--- src/rtl/pulse_gen_pkg.sv ---
// ============================================================================
// pulse_gen_pkg : shared state encoding and defaults for pulse_gen   (rev 1.0)
// ============================================================================
`default_nettype none

package pulse_gen_pkg;

  typedef enum logic [1:0] {
    ST_IDLE   = 2'd0,
    ST_DELAY  = 2'd1,
    ST_ACTIVE = 2'd2,
    ST_GAP    = 2'd3
  } state_e;

  localparam int unsigned c_def_cnt_w = 16;
  localparam int unsigned c_def_num_w = 8;
  localparam int unsigned c_min_gap   = 1;

endpackage

`default_nettype wire

--- src/rtl/pulse_gen_cnt.sv ---
// ============================================================================
// pulse_gen_cnt : loadable down-counter with terminal-count flag      (rev 1.0)
// ============================================================================
`default_nettype none

module pulse_gen_cnt
  import pulse_gen_pkg::*;
#(
  parameter int W = c_def_cnt_w
) (
  input  logic         clk,
  input  logic         rst,
  input  logic         load_i,
  input  logic         dec_i,
  input  logic [W-1:0] val_i,
  output logic         tc_o
);

  logic [W-1:0] cnt_q, cnt_d;

  always_comb begin
    cnt_d = cnt_q;
    if (load_i) begin
      cnt_d = val_i;
    end else if (dec_i && (cnt_q != '0)) begin
      cnt_d = cnt_q - 1'b1;
    end
  end

  always_ff @(posedge clk) begin
    if (rst) begin
      cnt_q <= '0;
    end else begin
      cnt_q <= cnt_d;
    end
  end

  assign tc_o = (cnt_q == '0);

endmodule

`default_nettype wire

--- src/rtl/pulse_gen.sv ---
// ============================================================================
// pulse_gen : registered pulse-train generator (delay/width/period/count)
// Optional retrigger on trig-while-busy: PULSE_GEN_RETRIGGER_EN       (rev 1.0)
// ============================================================================
`default_nettype none

module pulse_gen
  import pulse_gen_pkg::*;
#(
  parameter int   CNT_W      = c_def_cnt_w,
  parameter int   NUM_W      = c_def_num_w,
  parameter logic IDLE_LEVEL = 1'b0
) (
  input  logic             clk,
  input  logic             rst,
  input  logic             trig,
  input  logic [CNT_W-1:0] delay,
  input  logic [CNT_W-1:0] width,
  input  logic [CNT_W-1:0] period,
  input  logic [NUM_W-1:0] count,
  output logic             pulse_out,
  output logic             busy,
  output logic             done,
  output logic             overrun
);

  state_e            state_q, state_d;
  logic [CNT_W-1:0]  wm1_q, wm1_d;
  logic [CNT_W-1:0]  gapm1_q, gapm1_d;
  logic [NUM_W-1:0]  count_q, count_d;
  logic [NUM_W-1:0]  pcnt_q, pcnt_d;
  logic              pulse_q, busy_q, done_q, ovr_q;
  logic              done_d, ovr_d;

  logic              cnt_load, cnt_dec, cnt_tc;
  logic [CNT_W-1:0]  cnt_val;
  logic [CNT_W-1:0]  width_eff, gap_len;
  logic [NUM_W-1:0]  count_eff;
  logic              blocked, retrig, start;

  assign width_eff = (width == '0) ? CNT_W'(1) : width;
  assign count_eff = (count == '0) ? NUM_W'(1) : count;
  // Gap is fixed at latch time; period<=width still leaves one idle cycle.
  assign gap_len   = (period > width_eff) ? (period - width_eff) : CNT_W'(c_min_gap);

`ifdef PULSE_GEN_RETRIGGER_EN
  assign blocked = (state_q != ST_IDLE);
  assign retrig  = trig & blocked;
`else
  // The done cycle still counts as busy, so a trig there only flags overrun.
  assign blocked = (state_q != ST_IDLE) | done_q;
  assign retrig  = 1'b0;
`endif
  assign start = trig & ~blocked;

  always_comb begin
    state_d  = state_q;
    wm1_d    = wm1_q;
    gapm1_d  = gapm1_q;
    count_d  = count_q;
    pcnt_d   = pcnt_q;
    done_d   = 1'b0;
    ovr_d    = trig & blocked;
    cnt_load = 1'b0;
    cnt_dec  = 1'b0;
    cnt_val  = '0;

    case (state_q)
      ST_IDLE: ;
      // DELAY always spans delay+1 cycles, so delay=0 reaches ACTIVE one edge after trig.
      ST_DELAY, ST_GAP: begin
        if (cnt_tc) begin
          state_d  = ST_ACTIVE;
          cnt_load = 1'b1;
          cnt_val  = wm1_q;
        end else begin
          cnt_dec = 1'b1;
        end
      end
      ST_ACTIVE: begin
        if (!cnt_tc) begin
          cnt_dec = 1'b1;
        end else if (NUM_W'(pcnt_q + 1'b1) == count_q) begin
          state_d = ST_IDLE;
          pcnt_d  = '0;
          done_d  = 1'b1;
        end else begin
          state_d  = ST_GAP;
          pcnt_d   = NUM_W'(pcnt_q + 1'b1);
          cnt_load = 1'b1;
          cnt_val  = gapm1_q;
        end
      end
      default: state_d = ST_IDLE;
    endcase

    if (start || retrig) begin
      state_d  = ST_DELAY;
      wm1_d    = width_eff - 1'b1;
      gapm1_d  = gap_len - 1'b1;
      count_d  = count_eff;
      pcnt_d   = '0;
      done_d   = 1'b0;
      cnt_load = 1'b1;
      cnt_dec  = 1'b0;
      cnt_val  = delay;
    end
  end

  pulse_gen_cnt #(.W(CNT_W)) u_cnt (
    .clk    (clk),
    .rst    (rst),
    .load_i (cnt_load),
    .dec_i  (cnt_dec),
    .val_i  (cnt_val),
    .tc_o   (cnt_tc)
  );

  always_ff @(posedge clk) begin
    if (rst) begin
      state_q <= ST_IDLE;
      wm1_q   <= '0;
      gapm1_q <= '0;
      count_q <= '0;
      pcnt_q  <= '0;
      pulse_q <= IDLE_LEVEL;
      busy_q  <= 1'b0;
      done_q  <= 1'b0;
      ovr_q   <= 1'b0;
    end else begin
      state_q <= state_d;
      wm1_q   <= wm1_d;
      gapm1_q <= gapm1_d;
      count_q <= count_d;
      pcnt_q  <= pcnt_d;
      pulse_q <= (state_d == ST_ACTIVE) ? ~IDLE_LEVEL : IDLE_LEVEL;
      busy_q  <= (state_d != ST_IDLE);
      done_q  <= done_d;
      ovr_q   <= ovr_d;
    end
  end

  assign pulse_out = pulse_q;
  assign busy      = busy_q;
  assign done      = done_q;
  assign overrun   = ovr_q;

endmodule

`default_nettype wire

--- config.mk ---
export PLATFORM = sky130hd
export DESIGN_NAME = pulse_gen
export DESIGN_NICKNAME = d
export VERILOG_FILES = /design/src/rtl/pulse_gen_pkg.sv /design/src/rtl/pulse_gen_cnt.sv /design/src/rtl/pulse_gen.sv
export SDC_FILE = /design/constraint.sdc
export NUM_CORES = 1
export LEC_CHECK = 0
export BUFFER_PORTS_ARGS = -buffer_cell sky130_fd_sc_hd__buf_4
export CAP_MARGIN = 20
export CORE_UTILIZATION = 45
export DETAILED_ROUTE_END_ITERATION = 8
export HOLD_SLACK_MARGIN = 0.06
export PLACE_DENSITY_LB_ADDON = 0.15
export RECOVER_POWER = 50
export SYNTH_ARGS = -nofsm -noshare
export SYNTH_HDL_FRONTEND = slang
export SYNTH_SLANG_ARGS = --single-unit
export TNS_END_PERCENT = 100
--- constraint.sdc ---
create_clock -name clk -period 7.3 [get_ports clk]
set_input_delay 0.365 -clock clk [delete_from_list [all_inputs] [get_ports clk]]
set_output_delay 0.365 -clock clk [all_outputs]
set_load 0.005 [all_outputs]
== Word-level counts from Yosys, hierarchy flattened ==
Cells that the tools add are included.

* Input bits: 59
* Register bits after elaboration: 70
* Output and inout bits: 4
* Logic and storage cells: 66

* Mux-type cells: 26
* Eq/ne operators: 5
* Bitwise operators: 6
* Add/sub/neg operators: 5
* Reductions and logical operators: 13
* $lt $le $gt $ge: 1

{| class="wikitable"
|+ Operator list
! kind !! count
|-
| 16-bit 2-to-1 mux || 8
|-
| 16-bit by 1-bit subtractor with 16-bit output (second input constant) || 3
|-
| 16-bit logical NOT || 2
|-
| 16-bit case mux with 2 select lines || 1
|-
| 16-bit greater-than comparator || 1
|-
| 8-bit 2-to-1 mux || 2
|-
| 16-bit nonzero test || 1
|-
| 16-bit subtractor || 1
|-
| 1-bit 2-to-1 mux || 9
|-
| 8-bit by 1-bit adder with 8-bit output (second input constant) || 1
|-
| 8-bit == test || 1
|-
| 8-bit logical NOT || 1
|-
| 2-bit 2-to-1 mux || 4
|-
| 2-bit == test (second input constant) || 3
|-
| 2-bit nonzero test || 3
|-
| 2-bit case mux with 2 select lines || 1
|-
| 2-bit OR reduction || 2
|-
| 4-bit OR reduction || 1
|-
| 1-bit inverter || 3
|-
| 3-bit OR reduction || 1
|-
| 1-bit bitwise AND || 2
|-
| 2-bit by 1-bit == test with 1-bit output (second input constant) || 1
|-
| 1-bit case mux with 2 select lines || 1
|-
| 2-bit AND reduction || 1
|-
| 2 further kinds || 2
|}

== Logic depth before layout (Yosys ltp) ==
* Depth after elaboration: 8
* Mapped depth: 22
* Depth with buffers taken out: 21

== By module ==
A second synthesis with hierarchy kept.

* Cell total of the unflattened synthesis: 661
* Area, all modules: 5170.0 um^2

{| class="wikitable"
|+ By module, submodules not included
! module !! area an instance (um^2) !! instances !! sequential area each (um^2) !! cells each
|-
| pulse_gen || 4026.4 || 1 || 1081.0 || 531
|-
| pulse_gen_cnt || 1143.6 || 1 || 320.3 || 130
|}

== Worst setup path after synthesis ==
OpenSTA, ideal clock, no wires.

* Path type: input -> register
* Start: in width[2]
* End: reg gapm1_q[12]
* Stages on the path: 20
* Path slack: 2.744 ns
* Data arrival time: 4.465 ns
* Data required time: 7.209 ns
* Library setup time: 0.091 ns
* Path buffers: 2
* Cells stage by stage: or3_1 or3_1 nor2_1 and4_1 nor2_1 inv_1 ha_1 fa_1 nand2b_1 a211oi_2 nor2_1 o211ai_1 o211ai_2 clkbuf_1 or2_2 ha_1 clkbuf_1 o21ai_1 or4b_1 a311oi_1

* Word-level cells in the longest chain between the ends: 5
* Elaborated cells on any way between the ends: 6
* Classes of those cells: add/sub (2); order compare (1); mux (2); reduce/logical (1)

{| class="wikitable"
|+ RTL lines
! item !! RTL line !! RTL
|-
| start, declared || pulse_gen.sv:18 || <nowiki>input logic [CNT_W-1:0] width,</nowiki>
|-
| 16-bit logical NOT || pulse_gen.sv:41 || <nowiki>assign width_eff = (width == '0) ? CNT_W'(1) : width;</nowiki>
|-
| 16-bit 2-to-1 mux * || pulse_gen.sv:41 ||
|-
| 16-bit subtractor / 16-bit greater-than comparator (equally long branches) || pulse_gen.sv:44 || <nowiki>assign gap_len = (period > width_eff) ? (period - width_eff) : CNT_W'(c_min_gap);</nowiki>
|-
| 16-bit 2-to-1 mux * || pulse_gen.sv:44 ||
|-
| 16-bit by 1-bit subtractor with 16-bit output * || pulse_gen.sv:100 || <nowiki>gapm1_d = gap_len - 1'b1;</nowiki>
|-
| end signal, assigned || pulse_gen.sv:133 || <nowiki>gapm1_q <= gapm1_d;</nowiki>
|-
| end, declared || pulse_gen.sv:29 || <nowiki>logic [CNT_W-1:0] gapm1_q, gapm1_d;</nowiki>
|}

Mark *: on every way between the ends. The rest lies on a longest branch, timed or not.
A chain may end at the register's enable or synchronous reset.

== Worst setup path in the final report ==
Ends and elaborated chain as after synthesis.

==> results.txt <==
- Outcome: complete, but fails checks
- Failing checks: max-capacitance violations, max-slew violations
* Final standard cell area without fillers: 5441 sq um
- Number of standard-cell rows in the floorplan: 37
- Counting the fill cells in the layout gives 1002.
- In this run the cell area measured after placement is 5286 sq um.
- Of all nets on the critical path, the largest fanout is 17.
- Diode count: 0
- Static leakage power: 2.151 nW
- The first global-routing pass estimated 20690 microns of wire.
- The Yosys step of the flow raised 0 warnings.
* Remaining global-route overflow: 0
* Number of global-route vias before repair: 4339
- Clk Tree Root Cell: sky130_fd_sc_hd__clkbuf_8
* Fmax: 209.6 MHz
* Clk sinks: 70
* Max transition margin: -95.84%
* Slowest Stage Delay on Critical Path: 0.56 ns
- Clock transition at path regs: 0.07 ns
- Number of buffers inserted during clock tree synthesis: 9
- The congestion estimate from routability-driven global placement came to 0.9057.
* Cell area after synthesis: 4738 sq um
* Start-to-end type of the worst setup path: primary input to flip-flop
* Slew at the pin closest to its max-slew limit: 2.938 ns
* Total Negative Setup Slacks: 0 ns
- For this design the total switching power over the nets is 344.0 uW.
- Highest Signal Layer: met4
* TritonCTS clock tree: built
- Post-CTS timing repair inserted 0 buffers for setup.
- Dividing the detail-routed wire length by the instance count gives 15.68 microns.
- Summing over every cut layer, the via total after detailed routing is 4511.
- Largest area contributor in the synthesized netlist: sky130_fd_sc_hd__dfxtp_1
- The initial antenna violation count was 0.
- In the global route stage, overall resource usage came out at 23.50%.
- Post-cts repair resize count: 0
- Once detail routing completed, the nets flagged for antenna violations numbered 0.
- The initial utilization of the core area, before any placement, comes to 46.10%.
* Classification of the worst-slack hold path: primary input to flip-flop
* Number of nets in the layout: 732
- The netlist uses 73 different library cells.
* Total of endpoints with negative setup slack in the final report: 0
* Worst setup SP type: primary input
- After the first detailed-routing iteration, the DRC count stood at 332.
- In this run the deepest clock path goes through 2 buffers.
- Wire length on met1: 5435 microns
* Crit path top cell by count: sky130_fd_sc_hd__nor2_1
- Per report_power, the combinational group accounts for 30.8% of the total.
* RSZ-0062 raised after global routing: false
* Area occupied by multi-input gates: 3107 sq um
- In this run the mean area of a mapped cell was 7.845 sq um.
- Width of the chip: 104.6 microns
- IR Drop Worst-Case VDD: 0.0001026 V
* DRC violations left: 0
- Nets in the synthesized netlist: 684
* Placeable Area: 10280 sq um
- The routed design could run at a clock period as short as 4.770 ns.
- Dividing the final minimum period by the clock period gives 65.35%.
- Count of buffer and inverter cells on the critical path: 3
- Ranking of synthesized cells by area: sky130_fd_sc_hd__dfxtp_1, sky130_fd_sc_hd__xnor2_1, sky130_fd_sc_hd__a21oi_1, sky130_fd_sc_hd__ha_1, sky130_fd_sc_hd__nor2_1
* Number of max-slew violations in the final report: 72
- CTS Hold Buffers Added: 0
- Entering global routing, the biggest net connects 72 pins.
* Die area: 10940 sq um
- Share of synthesized area occupied by flip-flops and latches: 29.57%
- Across the run, the number of max-cap violations was 1.
* Die height: 104.6 microns
* I/O Buffers: 62
- Top Family by Delay on Critical Path: simple AND/OR/NAND/NOR gates
* Net switching share of the total power: 32.93%
- In this run the number of H-tree levels came out at 3.
- Summed over all layers, the routed wires come to 12410 microns.
* Area share of the largest cell type after synthesis: 29.57%
* Placed wire-length estimate: 9491 microns
* Fraction of final layout cells sized beyond drive strength 1: 14.50%
- Instance count of the mapped netlist: 604
- I/O Pins: 63
- Sequential cell area: 1401 sq um
- Internal cell power: 700.5 uW
* Number of synthesized flops with an enable pin: 0
- Between clock sinks in the finished design, the worst skew comes to 0.004975 ns.
* CP arrival: 5.01 ns
- The first TritonRoute pass finished after 5 iterations.
- Power Density: 192.0 nW/um^2
* Cell breakdown of the critical path: buf_4 -> or3_1 -> or3_1 -> nor2_1 -> and4_1 -> nor2_1 -> inv_1 -> ha_1 -> fa_1 -> nand2b_1 -> a211oi_2 -> nor2_1 -> o211ai_1 -> o211ai_2 -> inv_1 -> and2_1 -> ha_1 -> and2_1 -> a311oi_1 -> a21oi_1 -> a311oi_1
* Met3 wire len: 548 microns
- Proportion of register bits with asynchronous set or reset after synthesis: 0%
- The later pin in the worst-skew pair is clocked with a latency of 0.34 ns.
- Data on the critical path is required at its endpoint by 7.54 ns.
- Using the TritonRoute via totals, the vias-per-cell ratio works out to 5.703.
- Counting flops and latches in the post-synthesis netlist gives 70.
- The worst setup path is captured at a flip-flop.
- The final number of hold-violating endpoints came to 0.
* Slowest CP cell: sky130_fd_sc_hd__o211ai_2
- Ys flop type: sky130_fd_sc_hd__dfxtp_1
- Part of the total power dissipated in the clock network: 27.1%
* Flop pwr share: 42.0%
- Compared with the post-synthesis result, the final layout area differs by 14.84%.
* Routed wl met2: 6175 microns
[power groups by stage]
stage,clock (mW),sequential (mW),combinational [mW]
after global placement,0,0.447,0.316
after detailed placement,0,0.448,0.320
after CTS,0.289,0.439,0.322
final,0.283,0.439,0.322
after floorplan,0,0.441,0.236
after global routing,0.307,0.443,0.360
[worst register-to-register path, stage by stage, from the launching register on]
cell                       delay [ns]
sky130_fd_sc_hd__dfxtp_1         0.34
sky130_fd_sc_hd__or4_1           0.59
sky130_fd_sc_hd__nor4b_1         0.42
sky130_fd_sc_hd__nand4b_1        0.31
sky130_fd_sc_hd__inv_2           0.15
sky130_fd_sc_hd__nand2_2         0.14
sky130_fd_sc_hd__nor2b_1         0.31
sky130_fd_sc_hd__clkbuf_1        0.93
sky130_fd_sc_hd__nor3_4          0.26
sky130_fd_sc_hd__a31o_2          0.40
sky130_fd_sc_hd__a21oi_1         0.10
[state kept, by name, indices dropped and copies added, names as in the netlist]
register and cells:
pulse_out 1, pcnt_q 8, wm1_q 16, state_q 2, count_q 8, done 1
overrun 1, busy 1, gapm1_q 16, u_cnt.cnt_q 16
[kinds of logic (layout without fill, tap and decap cells)]
kind of cell    Yosys count  in the layout  share of synthesized area, %
xor+xnor                 49             49                         9.057
mux                       3              3                        0.6602
simple gates            238            238                         25.48
compound gates          165            165                         24.80
flops                    70             70                         29.57
fa+ha+maj                21             21                         5.704
buf+inv                  58            109                         4.726
[cell usage in the layout, fill, tap and decap left out, types with 5 or more instances in the layout]
master                     instances
sky130_fd_sc_hd__a211oi_1         18
sky130_fd_sc_hd__a21o_1            8
sky130_fd_sc_hd__a21oi_1          51
sky130_fd_sc_hd__a222oi_1         16
sky130_fd_sc_hd__a311oi_1          5
sky130_fd_sc_hd__and2_1            7
sky130_fd_sc_hd__buf_4            58
sky130_fd_sc_hd__clkbuf_8         12
sky130_fd_sc_hd__dfxtp_1          70
sky130_fd_sc_hd__ha_1             20
sky130_fd_sc_hd__inv_1            29
sky130_fd_sc_hd__nand2_1          61
sky130_fd_sc_hd__nand2b_1          8
sky130_fd_sc_hd__nand3_1          10
sky130_fd_sc_hd__nand4_1           7
sky130_fd_sc_hd__nor2_1           63
sky130_fd_sc_hd__nor2b_1           8
sky130_fd_sc_hd__nor3_1           20
sky130_fd_sc_hd__nor4_1            8
sky130_fd_sc_hd__o211ai_1          8
sky130_fd_sc_hd__o21ai_0          16
sky130_fd_sc_hd__or2_2             5
sky130_fd_sc_hd__or3_1             9
sky130_fd_sc_hd__or4_1             6
sky130_fd_sc_hd__xnor2_1          30
sky130_fd_sc_hd__xor2_1           19
[path summary, 6_finish.rpt]
check | startpoint | endpoint | slack (ns) | cells after the start
setup reg to reg | u_cnt.cnt_q[7]$_SDFFE_PP0P_ | u_cnt.cnt_q[1]$_SDFFE_PP0P_ | 3.27 | 10
hold reg to reg | wm1_q[15]$_SDFFE_PP0P_ | wm1_q[15]$_SDFFE_PP0P_ | 0.46 | 2
setup / recovery | width[2] | gapm1_q[12]$_SDFFE_PP0P_ | 2.53 | 21
hold / removal | count[0] | count_q[0]$_SDFFE_PP0P_ | 0.25 | 3
[per-layer routing]
layer / GRT usage [%] / vias up
met5: 0 / -
met4: 9.859 / 0
met3: 3.431 / 18
met2: 41.39 / 113
met1: 28.49 / 2077
li1: - / 2303
[final cells by class]
type,count,share of cell area (%)
Multi-Input combinational cell,476,57.09
Sequential cell,70,25.75
Timing Repair Buffer,65,8.761
Tap cell,136,3.127
Clock buffer,13,3.104
Inverter,30,2.069
Clock inverter,1,0.09198
[through the flow]
| stage | std cells | setup slack (ns) | hold WS (ns) | util (%) | power, mW |
|---|---|---|---|---|---|
| 3_5_place_dp | 777 | 2.208 | 0.4481 | 51.44 | 0.7680 |
| 3_3_place_gp | 777 | 2.363 | 0.4452 | 51.44 | 0.7624 |
| 2_1_floorplan | 604 | 2.744 | 0.4314 | - | 0.6768 |
| 4_1_cts | 791 | 2.562 | 0.2375 | 53.13 | 1.050 |
| 5_1_grt | 791 | 2.028 | 0.2632 | 52.95 | 1.109 |
| 6_report | 791 | 2.530 | 0.2519 | 52.95 | 1.045 |
[synthesized netlist by cell type (all sizes together), types with 9 or more instances]
cell and count:
a222oi 16, xnor2 30, a211oi 19, or3 10, nand2 62, dfxtp 70
and2 9, inv 30, clkbuf 20, o211ai 9, nand3 10, xor2 19
nor2 64, a21oi 51, o21ai 18, ha 20, nor3 21
No activity file was read; power rests on OpenSTA's default activity.
